==> config.mk <==
export PLATFORM = sky130hd
export DESIGN_NAME = pc_sequencer
export DESIGN_NICKNAME = d
export VERILOG_FILES = /design/src/rtl/pc_sequencer.sv
export SDC_FILE = /design/constraint.sdc
export NUM_CORES = 1
export LEC_CHECK = 0
export BUFFER_PORTS_ARGS = -buffer_cell sky130_fd_sc_hd__buf_2
export CORE_UTILIZATION = 50
export CTS_BUF_LIST = sky130_fd_sc_hd__clkbuf_8
export DETAILED_ROUTE_END_ITERATION = 12
export GPL_TIMING_DRIVEN = 0
export PLACE_DENSITY_LB_ADDON = 0.12
export SLEW_MARGIN = 20
export SYNTH_ARGS = -nofsm -noshare
export SYNTH_HDL_FRONTEND = slang
export SYNTH_SLANG_ARGS = --single-unit
==> constraint.sdc <==
create_clock -name clk -period 3.2 [get_ports clk]
set_clock_uncertainty 0.15 [all_clocks]
set_input_delay 0.32 -clock clk [delete_from_list [all_inputs] [get_ports clk]]
set_output_delay 0.32 -clock clk [all_outputs]
set_load 0.03 [all_outputs]
==> src/rtl/pc_sequencer.sv <==
// Fetch-side PC sequencer: owns the fetch PC, issues imem requests and holds one instruction for decode.
// Optional PC_SEQ_STATS_EN adds fetch/squash counters on fetch_cnt_o and squash_cnt_o.
module pc_sequencer #(
  parameter int                AWIDTH   = 32,
  parameter int                DWIDTH   = 32,
  parameter logic [AWIDTH-1:0] BASEADDR = AWIDTH'(32'h0100_0000)
) (
  input  logic              clk,
  input  logic              reset,
  input  logic              ex_valid_i,
  input  logic              ex_branch_i,
  input  logic              ex_jump_i,
  input  logic              ex_brtaken_i,
  input  logic [AWIDTH-1:0] ex_target_i,
  output logic              imem_req_o,
  output logic [AWIDTH-1:0] imem_addr_o,
  input  logic              imem_gnt_i,
  input  logic              imem_rvalid_i,
  input  logic [DWIDTH-1:0] imem_rdata_i,
  output logic              insn_valid_o,
  output logic [DWIDTH-1:0] insn_o,
  output logic [AWIDTH-1:0] pc_o,
  input  logic              insn_ready_i,
  output logic              misalign_o,
  output logic [2:0]        state_o
`ifdef PC_SEQ_STATS_EN
  ,
  output logic [31:0]       fetch_cnt_o,
  output logic [31:0]       squash_cnt_o
`endif
);

  typedef enum logic [2:0] {S_IDLE, S_REQ, S_WAIT, S_DROP, S_HOLD} state_t;

  state_t              state_q, state_d;
  logic [AWIDTH-1:0]   pc_q, pc_d;
  logic [AWIDTH-1:0]   out_addr_q, out_addr_d;
  logic                valid_q, valid_d;
  logic [DWIDTH-1:0]   insn_q, insn_d;
  logic [AWIDTH-1:0]   pc_out_q, pc_out_d;
  logic                misalign_q, misalign_d;
  logic                req_q;
  logic                redirect;
  logic [AWIDTH-1:0]   target;
  logic                fetch_inc;
  logic                squash_inc;

  assign redirect = ex_valid_i && (ex_jump_i || (ex_branch_i && ex_brtaken_i));
  assign target   = ex_target_i & ~AWIDTH'(1);

  // Handshakes: imem request transfers when imem_req_o && imem_gnt_i; a response is one
  // imem_rvalid_i pulse; decode consumes the held word when insn_valid_o && insn_ready_i.
  always_comb begin
    state_d    = state_q;
    pc_d       = pc_q;
    out_addr_d = out_addr_q;
    valid_d    = valid_q;
    insn_d     = insn_q;
    pc_out_d   = pc_out_q;
    misalign_d = misalign_q | (redirect & ex_target_i[1]);
    fetch_inc  = 1'b0;
    squash_inc = 1'b0;
    case (state_q)
      S_IDLE: begin
        state_d = S_REQ;
        if (redirect) pc_d = target;
      end
      S_REQ: begin
        if (imem_gnt_i) out_addr_d = pc_q;
        if (redirect) begin
          pc_d = target;
          if (imem_gnt_i) state_d = S_DROP;
        end else if (imem_gnt_i) begin
          state_d = S_WAIT;
        end
      end
      S_WAIT: begin
        if (redirect) begin
          pc_d = target;
          if (imem_rvalid_i) begin
            state_d    = S_REQ;
            squash_inc = 1'b1;
          end else begin
            state_d = S_DROP;
          end
        end else if (imem_rvalid_i) begin
          valid_d  = 1'b1;
          insn_d   = imem_rdata_i;
          pc_out_d = out_addr_q;
          pc_d     = pc_q + AWIDTH'(4);
          state_d  = S_HOLD;
        end
      end
      S_HOLD: begin
        if (redirect) begin
          // A consumed instruction still counts as fetched; downstream squashes it.
          pc_d       = target;
          valid_d    = 1'b0;
          state_d    = S_REQ;
          fetch_inc  = insn_ready_i;
          squash_inc = ~insn_ready_i;
        end else if (insn_ready_i) begin
          valid_d   = 1'b0;
          state_d   = S_REQ;
          fetch_inc = 1'b1;
        end
      end
      S_DROP: begin
        if (redirect) pc_d = target;
        if (imem_rvalid_i) begin
          squash_inc = 1'b1;
          state_d    = S_REQ;
        end
      end
      default: state_d = S_IDLE;
    endcase
  end

  always_ff @(posedge clk or negedge reset) begin
    if (!reset) begin
      state_q    <= S_IDLE;
      pc_q       <= BASEADDR;
      out_addr_q <= BASEADDR;
      valid_q    <= 1'b0;
      insn_q     <= '0;
      pc_out_q   <= BASEADDR;
      misalign_q <= 1'b0;
      req_q      <= 1'b0;
    end else begin
      state_q    <= state_d;
      pc_q       <= pc_d;
      out_addr_q <= out_addr_d;
      valid_q    <= valid_d;
      insn_q     <= insn_d;
      pc_out_q   <= pc_out_d;
      misalign_q <= misalign_d;
      req_q      <= (state_d == S_REQ);
    end
  end

  assign imem_req_o   = req_q;
  assign imem_addr_o  = pc_q;
  assign insn_valid_o = valid_q;
  assign insn_o       = insn_q;
  assign pc_o         = pc_out_q;
  assign misalign_o   = misalign_q;
  assign state_o      = state_q;

`ifdef PC_SEQ_STATS_EN
  logic [31:0] fetch_cnt_q, squash_cnt_q;

  always_ff @(posedge clk or negedge reset) begin
    if (!reset) begin
      fetch_cnt_q  <= '0;
      squash_cnt_q <= '0;
    end else begin
      if (fetch_inc)  fetch_cnt_q  <= fetch_cnt_q + 32'd1;
      if (squash_inc) squash_cnt_q <= squash_cnt_q + 32'd1;
    end
  end

  assign fetch_cnt_o  = fetch_cnt_q;
  assign squash_cnt_o = squash_cnt_q;
`else
  logic unused_stats;
  assign unused_stats = fetch_inc ^ squash_inc;
`endif

endmodule

### Word-level counts from Yosys, hierarchy flattened

Cells that the tools add are included.
W data, S select, Z words.

* register bits after elaboration: 134
* latch bits: 0
* memory bits (writable): 0
* ROM bits: 0
* input bits: 73
* output and inout bits: 102
* word-level logic and storage cells: 52
* memories: 0

* add/sub/neg operators: 1
* $mul: 0
* divide/modulo/power cells: 0
* order comparisons: 0
* equality and inequality tests: 10
* shift operators: 0
* muxes and demuxes: 19
* bitwise operators: 3
* reductions and logical operators: 11

Operators by type and width (count)
* $mux W32: 3
* $pmux W32 S2: 1
* $add A32 B3 Y32 const B: 1
* $mux W3: 8
* $pmux W3 S5: 1
* $eq A3 B1 Y1 const B: 2
* $eq A3 B2 Y1 const B: 2
* $ne A3 B3 Y1 const B: 2
* $reduce_and A3 Y1: 2
* $mux W1: 4
* $ne A2 B2 Y1 const B: 2
* $reduce_and A4 Y1: 1
* $reduce_bool A2 Y1: 2
* $reduce_or A4 Y1: 1
* $eq A3 B3 Y1 const B: 1
* $logic_not A3 Y1: 1
* $logic_and A1 B1 Y1: 2
* $mux W2: 1
* $ne A2 B1 Y1 const B: 1
* $pmux W1 S2: 1
* $reduce_and A2 Y1: 1
* $and A1 B1 Y1: 1
* $logic_or A1 B1 Y1: 1
* $not A1 Y1: 1
* $or A1 B1 Y1: 1

### Depth between registers and ports, before layout

* depth in word-level cells: 6
* mapped depth: 8

### Worst setup path before layout

OpenSTA, ideal clock, no wires.

* kind: register to register
* start: register state_q[1] (netlist: state_o[1])
* end: register insn_q[0] (netlist: insn_o[0])
* setup time: 127 ps
* data arrival time: 1907 ps
* required time: 2923 ps
* setup slack: 1015 ps
* cell stages (with the launch flop): 9
* clock period less this slack: 2185 ps
* path through: dfrtp_1 buf_2 o21ai_1 nand3_1 and2_1 buf_2 nor2_8 buf_6 mux2_1

* word-level cells in the longest chain between the ends: 2

RTL lines
* start: declaration: RTL line 35 `state_t state_q, state_d;`
* start signal: assignment: RTL line 130 `state_q <= state_d;`
* $eq A3 B2 Y1: RTL line 63 `case (state_q)`
* $reduce_and A3 Y1 (no source line)
* end signal: assignment: RTL line 134 `insn_q <= insn_d;`
* end: declaration: RTL line 39 `logic [DWIDTH-1:0] insn_q, insn_d;`

No other way between the ends.
A chain may end at the register's enable or synchronous reset.

### Worst setup path after layout

* start: register pc_q[2] (netlist: imem_addr_o[2])
* end: register pc_q[24] (netlist: imem_addr_o[24])

* word-level cells in the longest chain between the ends: 4

RTL lines
* start: declaration: RTL line 36 `logic [AWIDTH-1:0] pc_q, pc_d;`
* start signal: assignment: RTL line 131 `pc_q <= pc_d;`
* $add A32 B3 Y32: RTL line 90 `pc_d = pc_q + AWIDTH'(4);`
* $mux W32: RTL line 86 `end else if (imem_rvalid_i) begin`
* $mux W32: RTL line 78 `if (redirect) begin`
* $pmux W32 S2: RTL line 63

No other way between the ends. The select of a mux whose other input is x is not followed.

==> results.yml <==
clocking:
  cts_buffers: 17
  cts_resized: 0
  cts_hold_buf: 37
  cts_tree: "yes"
  clk_latency_ps: 430
  clk_pin_slew_ps: 70
  clock_sinks: 131
  clockBufferDepth: 2
  postCtsSetupBuffers: 0
  root_buffer: "clkbuf_8"
  htreeDepth: 4
synthesis:
  async_reset_ff_share_pct: 100
  ys_seq_elements: 131
  syn_inst: 466
  synth.top_cell.area_share_pct: 55.4
  syn_area_um2: 5780
  ys_warn_count: 0
  synth_top_flop_cell: "dfrtp_1"
  yosysMostFrequentCell: "dfrtp_1"
  syn_avg_cell_area_um2: 12.4
  synth.area.top_cells: "dfrtp_1 55%, mux2_1 15%, mux2_2 3.9%"
  yosys.area.top_type: "dfrtp_1"
  yosysSeqAreaShare_pct: 56.7
  synth_edf_count: 0
  ys_top_cells_by_count: "128 x dfrtp_1, 77 x mux2_1, 35 x a21oi_1"
  synth_cell_types: 53
timing:
  fin_crit_sh_pct: 73.0
  hold_viol: 0
  rsz0062_at_grt: "false"
  setup_violations: 0
  fin_tns_setup_ps: 0
  fin_crit_ps: 2340
  maxSlewHeadroom_pct: 55.8
  max_freq_mhz: 428
  tightest_slew_ps: 663
  slew_viol_final: 0
place:
  gp_congestion: 0.896
  io_buffers: 171
  dpl.hpwl_um: 10200
  place_area_um2: 6850
route:
  routed-via-count: 4636
  drc_errors: 0
  wl_um: 14900
  firstDrtPassIters: 4
  drtIter0Drc: 203
  viasPerCell: 5.47
  wire_per_inst_um: 17.6
  ant_nets: 0
floorplan:
  rows: 38
  die_h_um: 110
  initial_utilization_pct: 52.4
  die_w_um: 110
  coreArea_um2: 11000
  die_area_um2: 12000
  io_pins: 175
global_route:
  overflow: 0
  grt_max_degree: 81
  antenna_found_initial: 0
  first_global_vias: 4712
  grt_pass1_wl_um: 23400
  track_usage_pct: 26.3
flow_run:
  drv_cap: 0
critical_path:
  endpoint_kind: "register"
  crit_type: "register to register"
  path_max_fanout: 7
  path_delay_family: "simple AND/OR/NAND/NOR gates"
  cp_slowest_cell: "nor3_1"
  crit_chain: "ha_1 > nand4_1 > nor3_1 > nand4_1 > o22a_1 > a2bb2oi_1"
  cp_num_buf_inv: 0
  start_kind: "register"
  crit_path_frequent_cell: "nand4_1"
  required_ps: 3410
  slowest_delay_ps: 510
  arrival_ps: 2550
finish:
  nFillCells: 845
  multi_input_area_um2: 2300
  final_area_um2: 7570
  syn_to_final_growth_pct: 30.8
  seq_area_um2: 3280
  drive_gt1_share_pct: 35.2
  nets: 769
  antenna_cells: 0
min_path:
  hp-class: "input port to register"
pwr:
  cellPowerDensity_nw_per_um2: 1050
  ir_drop_v: 0.000542
  leakagePower_nw: 3.52
status:
  status: "finished, final reports clean"
cell type report:
| cell class | instances | area share [%] |
|---|---|---|
| clock buffers | 22 | 4.00 |
| clock inverters | 9 | 0.546 |
| well taps | 140 | 2.31 |
| inverters | 6 | 0.298 |
| multi-input cells | 302 | 30.4 |
| plain buffers | 28 | 2.40 |
| repair buffers | 209 | 16.7 |
| flip-flops and latches | 131 | 43.4 |
power by group:
part	internal (mW)	leakage, nW	switching, mW	total, mW
logic	1.29	1.79	2.38	3.67
registers	2.48	1.53	0.612	3.09
clock network	0.616	0.197	0.598	1.21
registers in the layout (all words and copies together) (netlist names):
name / cells
insn_o: 32
imem_addr_o: 31
out_addr_q: 31
pc_o: 31
state_o: 3
imem_req_o: 1
insn_valid_o: 1
misalign_o: 1
cell usage in the layout (no fill, tap or decap), types with 9 or more instances in the layout:
cell           synthesis  routed
nand3_1               19      19
mux2_2                20      20
inv_1                  6      11
buf_2                 13     183
a21oi_1               35      35
o21ai_1                9       9
nor2_1                21      21
clkbuf_8               0      22
dfrtp_1              128     128
dlygate4sd3_1          0      37
o22ai_1                9       9
o21ai_0               14      14
mux2_1                77      77
nand2_1               19      19
tightest hold or removal path, cell delays in order:
cell and delay, ps:
buf_2 90, a32oi_1 50, o21ai_1 120
through the flow:
stage / power (mW) / util, % / instances / worst slack [ps] / hold WS (ps)
2_1_floorplan: 5.55 / - / 467 / 1020 / -126
3_3_place_gp: 6.63 / 61.8 / 778 / 22.9 / 298
3_5_place_dp: 6.76 / 62.1 / 779 / 890 / 150
4_1_cts: 8.03 / 68.6 / 847 / 892 / 6.54
5_1_grt: 8.47 / 68.6 / 847 / 699 / 36.9
6_report: 7.97 / 68.6 / 847 / 863 / 36.3
per-layer routing:
layer | part of all wire [%] | up-vias | track usage (%)
met5 | 0 | - | 0
met4 | 1.2 | 0 | 9.71
met3 | 6.6 | 16 | 5.69
met2 | 50 | 178 | 45.3
met1 | 42 | 2265 | 32.4
li1 | - | 2177 | -
final timing paths:
check	startpoint	end	slack (ps)	depth (start not counted)
max	imem_addr_o[2]$_DFFE_PN0P_	imem_addr_o[24]$_DFFE_PN1P_	860	6
min	ex_target_i[15]	imem_addr_o[15]$_DFFE_PN0P_	40	3
max reg2reg	imem_addr_o[2]$_DFFE_PN0P_	imem_addr_o[24]$_DFFE_PN1P_	860	6
min reg2reg	misalign_o$_DFF_PN0_	misalign_o$_DFF_PN0_	310	1
max in group asynchronous	reset	imem_addr_o[24]$_DFFE_PN1P_	1870	3
min in group asynchronous	reset	insn_o[9]$_DFFE_PN0P_	250	2
cells by family (layout without fill, tap and decap cells):
kind of cell             count (synthesis)  after routing  synth area share (%)
flip-flops                             131            131                  56.7
AO/OA/AOI/OAI                          109            109                  12.2
multiplexers                            98             98                  19.1
AND/OR/NAND/NOR                         92             92                  8.18
buffers and inverters                   34            274                  3.53
adder cells (fa/ha/maj)                  1              1                 0.216
other                                    1              2                0.0648
No activity file was read; power rests on OpenSTA's default activity.
